==> config.mk <==
export PLATFORM = sky130hd
export DESIGN_NAME = ethernet_receive_data
export DESIGN_NICKNAME = d
export VERILOG_FILES = /design/src/rtl/ethernet_receive_data.sv
export SDC_FILE = /design/constraint.sdc
export NUM_CORES = 1
export LEC_CHECK = 0
export CAP_MARGIN = 20
export CORE_MARGIN = 2
export CORE_UTILIZATION = 57
export CTS_CLUSTER_SIZE = 24
export DETAILED_ROUTE_END_ITERATION = 12
export MAX_ROUTING_LAYER = met4
export PLACE_DENSITY = 0.8
export SYNTH_ARGS = -nofsm -noshare
export SYNTH_HDL_FRONTEND = slang
export SYNTH_SLANG_ARGS = --single-unit
export TNS_END_PERCENT = 1
==> constraint.sdc <==
create_clock -name ETH_RX_CLK -period 2.8 [get_ports ETH_RX_CLK]
set_input_delay 0.28 -clock ETH_RX_CLK [delete_from_list [all_inputs] [get_ports ETH_RX_CLK]]
set_output_delay 0.28 -clock ETH_RX_CLK [all_outputs]
set_load 0.02 [all_outputs]
==> src/rtl/ethernet_receive_data.sv <==
// MII receive deserialiser: strips preamble/SFD, skips a fixed header and writes payload bytes to a byte RAM.
// Optional FCS checking is enabled by defining ETH_RX_CRC_CHECK_EN.
module ethernet_receive_data #(
  parameter int unsigned HDR_LEN   = 42,
  parameter int unsigned ADDR_W    = 11,
  parameter int unsigned MIN_PRE   = 8,
  parameter int unsigned MIN_FRAME = 64
) (
  input  logic              ETH_RX_CLK,
  input  logic              rst_n,
  input  logic [3:0]        ETH_RX_DATA,
  input  logic              ETH_RX_DV,
  input  logic              ETH_RX_ER,
  output logic [7:0]        data,
  output logic [ADDR_W-1:0] data_adr,
  output logic              wr_en,
  output logic              frame_done,
  output logic              frame_ok,
  output logic [ADDR_W-1:0] payload_len
);

  localparam int unsigned WIN = 2 ** ADDR_W;

  typedef enum logic [2:0] {IDLE, PREAMBLE, DATA, DROP, DONE} state_t;

  state_t              state_q, state_d;
  logic                armed_q, armed_d;
  logic [7:0]          pre_cnt_q, pre_cnt_d;
  logic                phase_q, phase_d;
  logic [3:0]          low_q, low_d;
  logic [15:0]         byte_cnt_q, byte_cnt_d;
  logic                err_q, err_d;
  logic                ovf_q, ovf_d;
  logic [7:0]          data_q, data_d;
  logic [ADDR_W-1:0]   adr_q, adr_d;
  logic                wr_en_q, wr_en_d;
  logic                frame_done_q, frame_done_d;
  logic                frame_ok_q, frame_ok_d;
  logic [ADDR_W-1:0]   len_q, len_d;
  logic                crc_good;
  logic [31:0]         cnt_ext;
  logic [31:0]         rel_idx;
  logic [31:0]         len_raw;

  assign cnt_ext = 32'(byte_cnt_q);
  assign rel_idx = cnt_ext - HDR_LEN;
  assign len_raw = cnt_ext - HDR_LEN - 32'd4;

`ifdef ETH_RX_CRC_CHECK_EN
  logic [31:0] crc_q, crc_d;

  function automatic logic [31:0] crc_nib(input logic [31:0] c, input logic [3:0] n);
    logic [31:0] r;
    r = c ^ {28'h0, n};
    for (int unsigned i = 0; i < 4; i++) begin
      r = r[0] ? ((r >> 1) ^ 32'hEDB8_8320) : (r >> 1);
    end
    return r;
  endfunction

  assign crc_good = (crc_q == 32'hDEBB_20E3);

  always_comb begin
    crc_d = crc_q;
    if (state_q == PREAMBLE && ETH_RX_DV && ETH_RX_DATA == 4'hD) begin
      crc_d = '1;
    end else if (state_q == DATA && ETH_RX_DV) begin
      crc_d = crc_nib(crc_q, ETH_RX_DATA);
    end
  end

  always_ff @(posedge ETH_RX_CLK or negedge rst_n) begin
    if (!rst_n) crc_q <= '1;
    else        crc_q <= crc_d;
  end
`else
  assign crc_good = 1'b1;
`endif

  always_comb begin
    state_d      = state_q;
    armed_d      = armed_q | ~ETH_RX_DV;
    pre_cnt_d    = pre_cnt_q;
    phase_d      = phase_q;
    low_d        = low_q;
    byte_cnt_d   = byte_cnt_q;
    err_d        = err_q;
    ovf_d        = ovf_q;
    data_d       = data_q;
    adr_d        = adr_q;
    wr_en_d      = 1'b0;
    frame_done_d = 1'b0;
    frame_ok_d   = frame_ok_q;
    len_d        = len_q;

    unique case (state_q)
      IDLE: begin
        // armed only goes high once DV has been seen low after reset
        if (armed_q && ETH_RX_DV) begin
          if (ETH_RX_DATA == 4'h5) begin
            state_d   = PREAMBLE;
            pre_cnt_d = 8'd1;
          end else begin
            state_d = DROP;
          end
        end
      end
      PREAMBLE: begin
        if (!ETH_RX_DV) begin
          state_d = IDLE;
        end else if (ETH_RX_DATA == 4'h5) begin
          if (pre_cnt_q != '1) pre_cnt_d = pre_cnt_q + 8'd1;
        end else if (ETH_RX_DATA == 4'hD && 32'(pre_cnt_q) >= MIN_PRE) begin
          state_d    = DATA;
          phase_d    = 1'b0;
          byte_cnt_d = '0;
          err_d      = 1'b0;
          ovf_d      = 1'b0;
        end else begin
          state_d = DROP;
        end
      end
      DATA: begin
        if (ETH_RX_DV) begin
          if (ETH_RX_ER) err_d = 1'b1;
          if (!phase_q) begin
            low_d   = ETH_RX_DATA;
            phase_d = 1'b1;
          end else begin
            phase_d = 1'b0;
            if (byte_cnt_q != '1) byte_cnt_d = byte_cnt_q + 16'd1;
            if (cnt_ext >= HDR_LEN) begin
              if (rel_idx < WIN) begin
                wr_en_d = 1'b1;
                data_d  = {ETH_RX_DATA, low_q};
                adr_d   = rel_idx[ADDR_W-1:0];
              end else begin
                ovf_d = 1'b1;
              end
            end
          end
        end else begin
          state_d      = DONE;
          frame_done_d = 1'b1;
          frame_ok_d   = ~err_q & ~ovf_q & ~phase_q & (cnt_ext >= MIN_FRAME) & crc_good;
          if (cnt_ext <= HDR_LEN + 4) len_d = '0;
          else if (len_raw >= WIN)    len_d = '1;
          else                        len_d = len_raw[ADDR_W-1:0];
        end
      end
      DONE: state_d = IDLE;
      DROP: if (!ETH_RX_DV) state_d = IDLE;
      default: state_d = IDLE;
    endcase
  end

  always_ff @(posedge ETH_RX_CLK or negedge rst_n) begin
    if (!rst_n) begin
      state_q      <= IDLE;
      armed_q      <= 1'b0;
      pre_cnt_q    <= '0;
      phase_q      <= 1'b0;
      low_q        <= '0;
      byte_cnt_q   <= '0;
      err_q        <= 1'b0;
      ovf_q        <= 1'b0;
      data_q       <= '0;
      adr_q        <= '0;
      wr_en_q      <= 1'b0;
      frame_done_q <= 1'b0;
      frame_ok_q   <= 1'b0;
      len_q        <= '0;
    end else begin
      state_q      <= state_d;
      armed_q      <= armed_d;
      pre_cnt_q    <= pre_cnt_d;
      phase_q      <= phase_d;
      low_q        <= low_d;
      byte_cnt_q   <= byte_cnt_d;
      err_q        <= err_d;
      ovf_q        <= ovf_d;
      data_q       <= data_d;
      adr_q        <= adr_d;
      wr_en_q      <= wr_en_d;
      frame_done_q <= frame_done_d;
      frame_ok_q   <= frame_ok_d;
      len_q        <= len_d;
    end
  end

  assign data        = data_q;
  assign data_adr    = adr_q;
  assign wr_en       = wr_en_q;
  assign frame_done  = frame_done_q;
  assign frame_ok    = frame_ok_q;
  assign payload_len = len_q;

endmodule

; Yosys cells after proc, flatten, opt, wreduce, memory -nomap -nowiden
; Cells that the tools add are included.
[classes]
n_addsub = 4
magnitude_cmp = 6
n_bitwise = 8
eq_ne = 23
n_mux = 44
n_reduce_logical = 14
[ops]
columns = op, n
row1 = 16-bit 2-to-1 mux, 6
row2 = 8-bit 2-to-1 mux, 5
row3 = "32-bit by 12-bit greater-or-equal comparator with 1-bit output, second input constant", 1
row4 = "32-bit by 12-bit < comparator with 1-bit output, second input constant", 1
row5 = 16-bit case mux with 2 select lines, 1
row6 = "2-bit != test, second input constant", 15
row7 = 11-bit 2-to-1 mux, 2
row8 = 1-bit 2-to-1 mux, 19
row9 = "17-bit by 4-bit subtractor with 18-bit output, second input constant", 1
row10 = "16-bit by 6-bit subtractor with 17-bit output, second input constant", 1
row11 = "16-bit by 1-bit adder with 16-bit output, second input constant", 1
row12 = "16-bit by 6-bit greater-or-equal comparator with 1-bit output, second input constant", 1
row13 = "16-bit by 7-bit greater-or-equal comparator with 1-bit output, second input constant", 1
row14 = "16-bit by 6-bit <= comparator with 1-bit output, second input constant", 1
row15 = "16-bit != test, second input constant", 1
row16 = 8-bit case mux with 2 select lines, 1
row17 = 3-bit 2-to-1 mux, 5
row18 = 3-bit case mux with 4 select lines, 1
row19 = 6-bit AND reduction, 2
row20 = 5-bit AND reduction, 2
row21 = "8-bit by 1-bit adder with 8-bit output, second input constant", 1
row22 = "8-bit by 4-bit greater-or-equal comparator with 1-bit output, second input constant", 1
row23 = "8-bit != test, second input constant", 1
row24 = 8-bit AND reduction, 1
row25 = 17 further kinds, 27
[totals]
input_bits = 8
output_inout_bits = 33
ff_bits = 68

; Longest topological paths before layout
[depth]
ltp_word = 7
mapped_depth = 12
ltp_nobuf = 10

; Least setup slack after synthesis
; No wires, ideal clock.
[synth_path]
kind = register to register
start = reg byte_cnt_q[1]
end = reg len_q[0], in the netlist payload_len[0]
synth_period_minus_slack_ns = 2.480
t_arrival_ns = 2.344
required_ns = 2.665
setup_time_ns = 0.135
path_stages_with_launch = 11
path_slack_ns = 0.320
path_cell_list = dfrtp_1 -> inv_1 -> ha_1 -> buf_2 -> xor2_1 -> ha_1 -> nand2_1 -> a21oi_1 -> a31oi_1 -> a211oi_4 -> a21oi_1
[synth_between]
elab_chain_len = 5
elab_cells_between_ends = 6
cone_classes = 2 x add/sub / 2 x order compare / 2 x mux
[synth_rtl]
columns = item, line_no
row1 = "start, declared", 31  ; logic [15:0] byte_cnt_q, byte_cnt_d;
row2 = "start signal, assigned", 179  ; byte_cnt_q <= byte_cnt_d;
row3 = 16-bit by 6-bit subtractor with 17-bit output, 47  ; assign len_raw = cnt_ext - HDR_LEN - 32'd4;
row4 = 17-bit by 4-bit subtractor with 18-bit output, 47
row5 = net len_raw[1], 43  ; logic [31:0] len_raw;
row6 = 32-bit by 12-bit greater-or-equal comparator with 1-bit output, 147  ; else if (len_raw >= WIN) len_d = '1;
row7 = 11-bit 2-to-1 mux, 147
row8 = 11-bit 2-to-1 mux, 146  ; if (cnt_ext <= HDR_LEN + 4) len_d = '0;
row9 = "end signal, assigned", 187  ; len_q <= len_d;
row10 = "end, declared", 39  ; logic [ADDR_W-1:0] len_q, len_d;
; The timed path passes the listed nets, and every way through them passes these cells.
; A chain may end at the register's enable or synchronous reset.

; Final worst setup path
[layout_path]
start = reg byte_cnt_q[2]
end = reg len_q[7], in the netlist payload_len[7]
[layout_between]
elab_chain_len = 5
elab_cells_between_ends = 6
cone_classes = 2 x add/sub / 2 x order compare / 2 x mux
[layout_rtl]
columns = item, line_no
row1 = 16-bit by 6-bit subtractor with 17-bit output, 47
row2 = 17-bit by 4-bit subtractor with 18-bit output, 47
row3 = 32-bit by 12-bit greater-or-equal comparator with 1-bit output, 147
row4 = 11-bit 2-to-1 mux, 147
row5 = 11-bit 2-to-1 mux *, 146
; Mark *: on every way between the ends. The rest lies on a longest branch, timed or not.

==> flow_metrics.tcl <==
set metrics [dict create \
    status "finished, final reports clean" \
    grt.overflow.total 0 \
    synthCells 410 \
    dr_wl_met3_um 555 \
    ant_nets 0 \
    power.leakage_nw 2.02 \
    pin_count 41 \
    pre_cts_slack_ns 0.151 \
    cts_tree "built" \
    wl_per_cell_um 17.2 \
    gp_congestion 0.969 \
    grtUsageTotal_pct 27.2 \
    cts_buffers 9 \
    async_reset_ff_share_pct 100 \
    clock_path_buffers 2 \
    dieWidth_um 86.5 \
    syn_nets 426 \
    grt_pass1_vias 3116 \
    grt_max_degree 38 \
    antenna_found_initial 0 \
    fmax_mhz 384 \
    final.setup.tns_ns 0 \
    ys_seq_area_share_pct 43.8 \
    final_hold_viol_count 0 \
    slew_violations 0 \
    synth-seq-cells 68 \
    drive_gt1_share_pct 15.5 \
    cellPowerDensity_nw_per_um2 542 \
    setup_slack_ns 0.194 \
    vias 3333 \
    synth_edf_count 0 \
    start_kind "flop" \
    rows 30 \
    layout_common_cells "68 x dfrtp_1, 39 x nor2_1, 39 x clkdlybuf4s50_1" \
    max-slew-margin-rel_pct 48.4 \
    finish.utilization_pct 70.3 \
    hold_class "in2async" \
    fin_nets 482 \
    wl_mm 9.49 \
    core_area_um2 6680 \
    skew_ns 0.00767 \
    clk-insertion-delay-late_ns 0.34 \
    finalCritPeriodShare_pct 93.1 \
    required_ns 3.03 \
    antenna_cells 0 \
    max-cap-violations 0 \
    yosysUniqueCellTypes 61 \
    firstDrtPassIters 7 \
    hold_buffers 0 \
    synth_top_area_cell "dfrtp_1" \
    worst_slew_pin_slew_ns 0.765 \
    final_common_cell "dfrtp_1" \
    cts_setup_buffers 0 \
    vias_per_cell 6.05 \
    syn_area_um2 3880 \
    syn_area_per_cell_um2 9.47 \
    cp.arrival_ns 2.83 \
    dp_hpwl_mm 6.77 \
    rsz0062_at_grt "no" \
    drcViolationCount 0 \
    finalSetupViolations 0 \
    cts-root-buf "clkbuf_8" \
    n_fill_cell 533 \
    cts.sinks 68 \
    path_class "reg2reg" \
    syn_to_final_growth_pct 21.1 \
    crit_fanout 10 \
    yosys_warnings 0 \
    wl_met1_mm 4.33 \
    routed.top_layer "met4" \
    dieHeight_um 86.5 \
    routed-wl-met2_mm 4.41 \
    start_util_pct 58.1 \
    ys.flop_type "dfrtp_1" \
    period_minus_slack_ns 2.61 \
    cts_resized 0 \
    io_buffers 40 \
    drt-initial-drc-count 273 \
    peakVddDrop_v 0.000294 \
    yosysTopAreaCellShare_pct 43.8 \
    clk_pin_slew_ns 0.08 \
    ys_top_cells_by_area "dfrtp_1 44%, xnor2_1 5.0%, a21oi_1 4.1%" \
    htreeDepth 3 \
    worstSetupEndpointType "flop" \
    grt_pass1_wl_mm 15.4 \
    dieArea_um2 7480 \
    power_mw 2.55 \
]
-- synthesized netlist by cell type, types with 3 or more instances --
cell type,n
o211ai_1,3
o21ai_0,32
xor2_1,8
xnor2_1,22
buf_2,5
nand2_1,32
a31oi_1,3
nand2b_1,6
or3_1,4
o31ai_1,4
o32ai_1,3
nor3_1,10
ha_1,8
clkbuf_1,13
a21oi_1,32
and4_1,5
nand4_1,3
and3_1,3
dfrtp_1,68
nor2b_1,3
nand3_1,15
mux2_4,7
nand3b_1,4
mux2_2,11
and2_1,3
nor2_1,39
nor4_1,5
or4_1,3
inv_1,20
-- layer usage --
layer / GRT usage, % / vias to the layer above
met4: 9.80 / 0
met3: 3.43 / 19
li1: - / 1569
met1: 38.8 / 1610
met2: 40.3 / 135
met5: - / -
-- kinds of logic after synthesis --
family / synth area share, %
AND/OR/NAND/NOR: 19.9
AO/OA/AOI/OAI: 16.3
flip-flops: 43.8
buffers and inverters: 4.51
XOR/XNOR: 6.77
multiplexers: 6.16
adder cells (fa/ha/maj): 2.58
-- worst max-delay path: stages, from the launching register on --
cell and delay, ns:
dfrtp_1 0.39, inv_1 0.11, ha_2 0.31, xor2_1 0.12, ha_1 0.29, nand2_1 0.13
mux2i_1 0.08, o31ai_1 0.37, o21ai_1 0.18, a211oi_4 0.22, buf_4 0.20, a21oi_1 0.09
-- layout make-up --
class	count	area (um^2)	area share (%)
Clock buffer	9	124	2.64
Clock inverter	7	76.3	1.62
Inverter	20	75.1	1.60
Multi-Input combinational cell	301	2010	42.7
Sequential cell	68	1700	36.2
Tap cell	80	100	2.13
Timing Repair Buffer	66	616	13.1
-- registers in the layout, indices dropped and copies added (netlist names) --
signal       flops
ovf_q            1
wr_en            1
frame_ok         1
data_adr        11
payload_len     11
armed_q          1
pre_cnt_q        8
frame_done       1
phase_q          1
err_q            1
low_q            4
state_q          3
data             8
byte_cnt_q      16
-- report_power, final --
part / internal, mW / switching (mW)
Sequential: 1.10 / 0.0841
Combinational: 0.235 / 0.307
Clock: 0.415 / 0.406
Total: 1.75 / 0.796
-- worst paths after layout --
kind	startpoint	depth (start not counted)	to	slack, ns
worst max-delay path	byte_cnt_q[2]$_DFFE_PN0P_	11	payload_len[7]$_DFFE_PN0P_	0.19
worst min-delay path	rst_n	1	byte_cnt_q[8]$_DFFE_PN0P_	0.007
worst max register to register	byte_cnt_q[2]$_DFFE_PN0P_	11	payload_len[7]$_DFFE_PN0P_	0.19
worst min register to register	data_adr[2]$_DFFE_PN0P_	2	data_adr[2]$_DFFE_PN0P_	0.48
max in group asynchronous	rst_n	2	byte_cnt_q[2]$_DFFE_PN0P_	2.14
min in group ETH_RX_CLK	data_adr[2]$_DFFE_PN0P_	2	data_adr[2]$_DFFE_PN0P_	0.48
-- through the flow --
| step | area, um^2 | std cells | hold slack (ns) |
|---|---|---|---|
| after floorplan | 3880 | 410 | -0.0156 |
| after global placement | 4500 | 535 | 0.380 |
| after detailed placement | 4500 | 535 | 0.393 |
| after CTS | 4700 | 551 | 0.0231 |
| after global routing | 4700 | 551 | 0.0541 |
| final | 4700 | 551 | 0.00712 |
(Power assumes the default switching activity.)
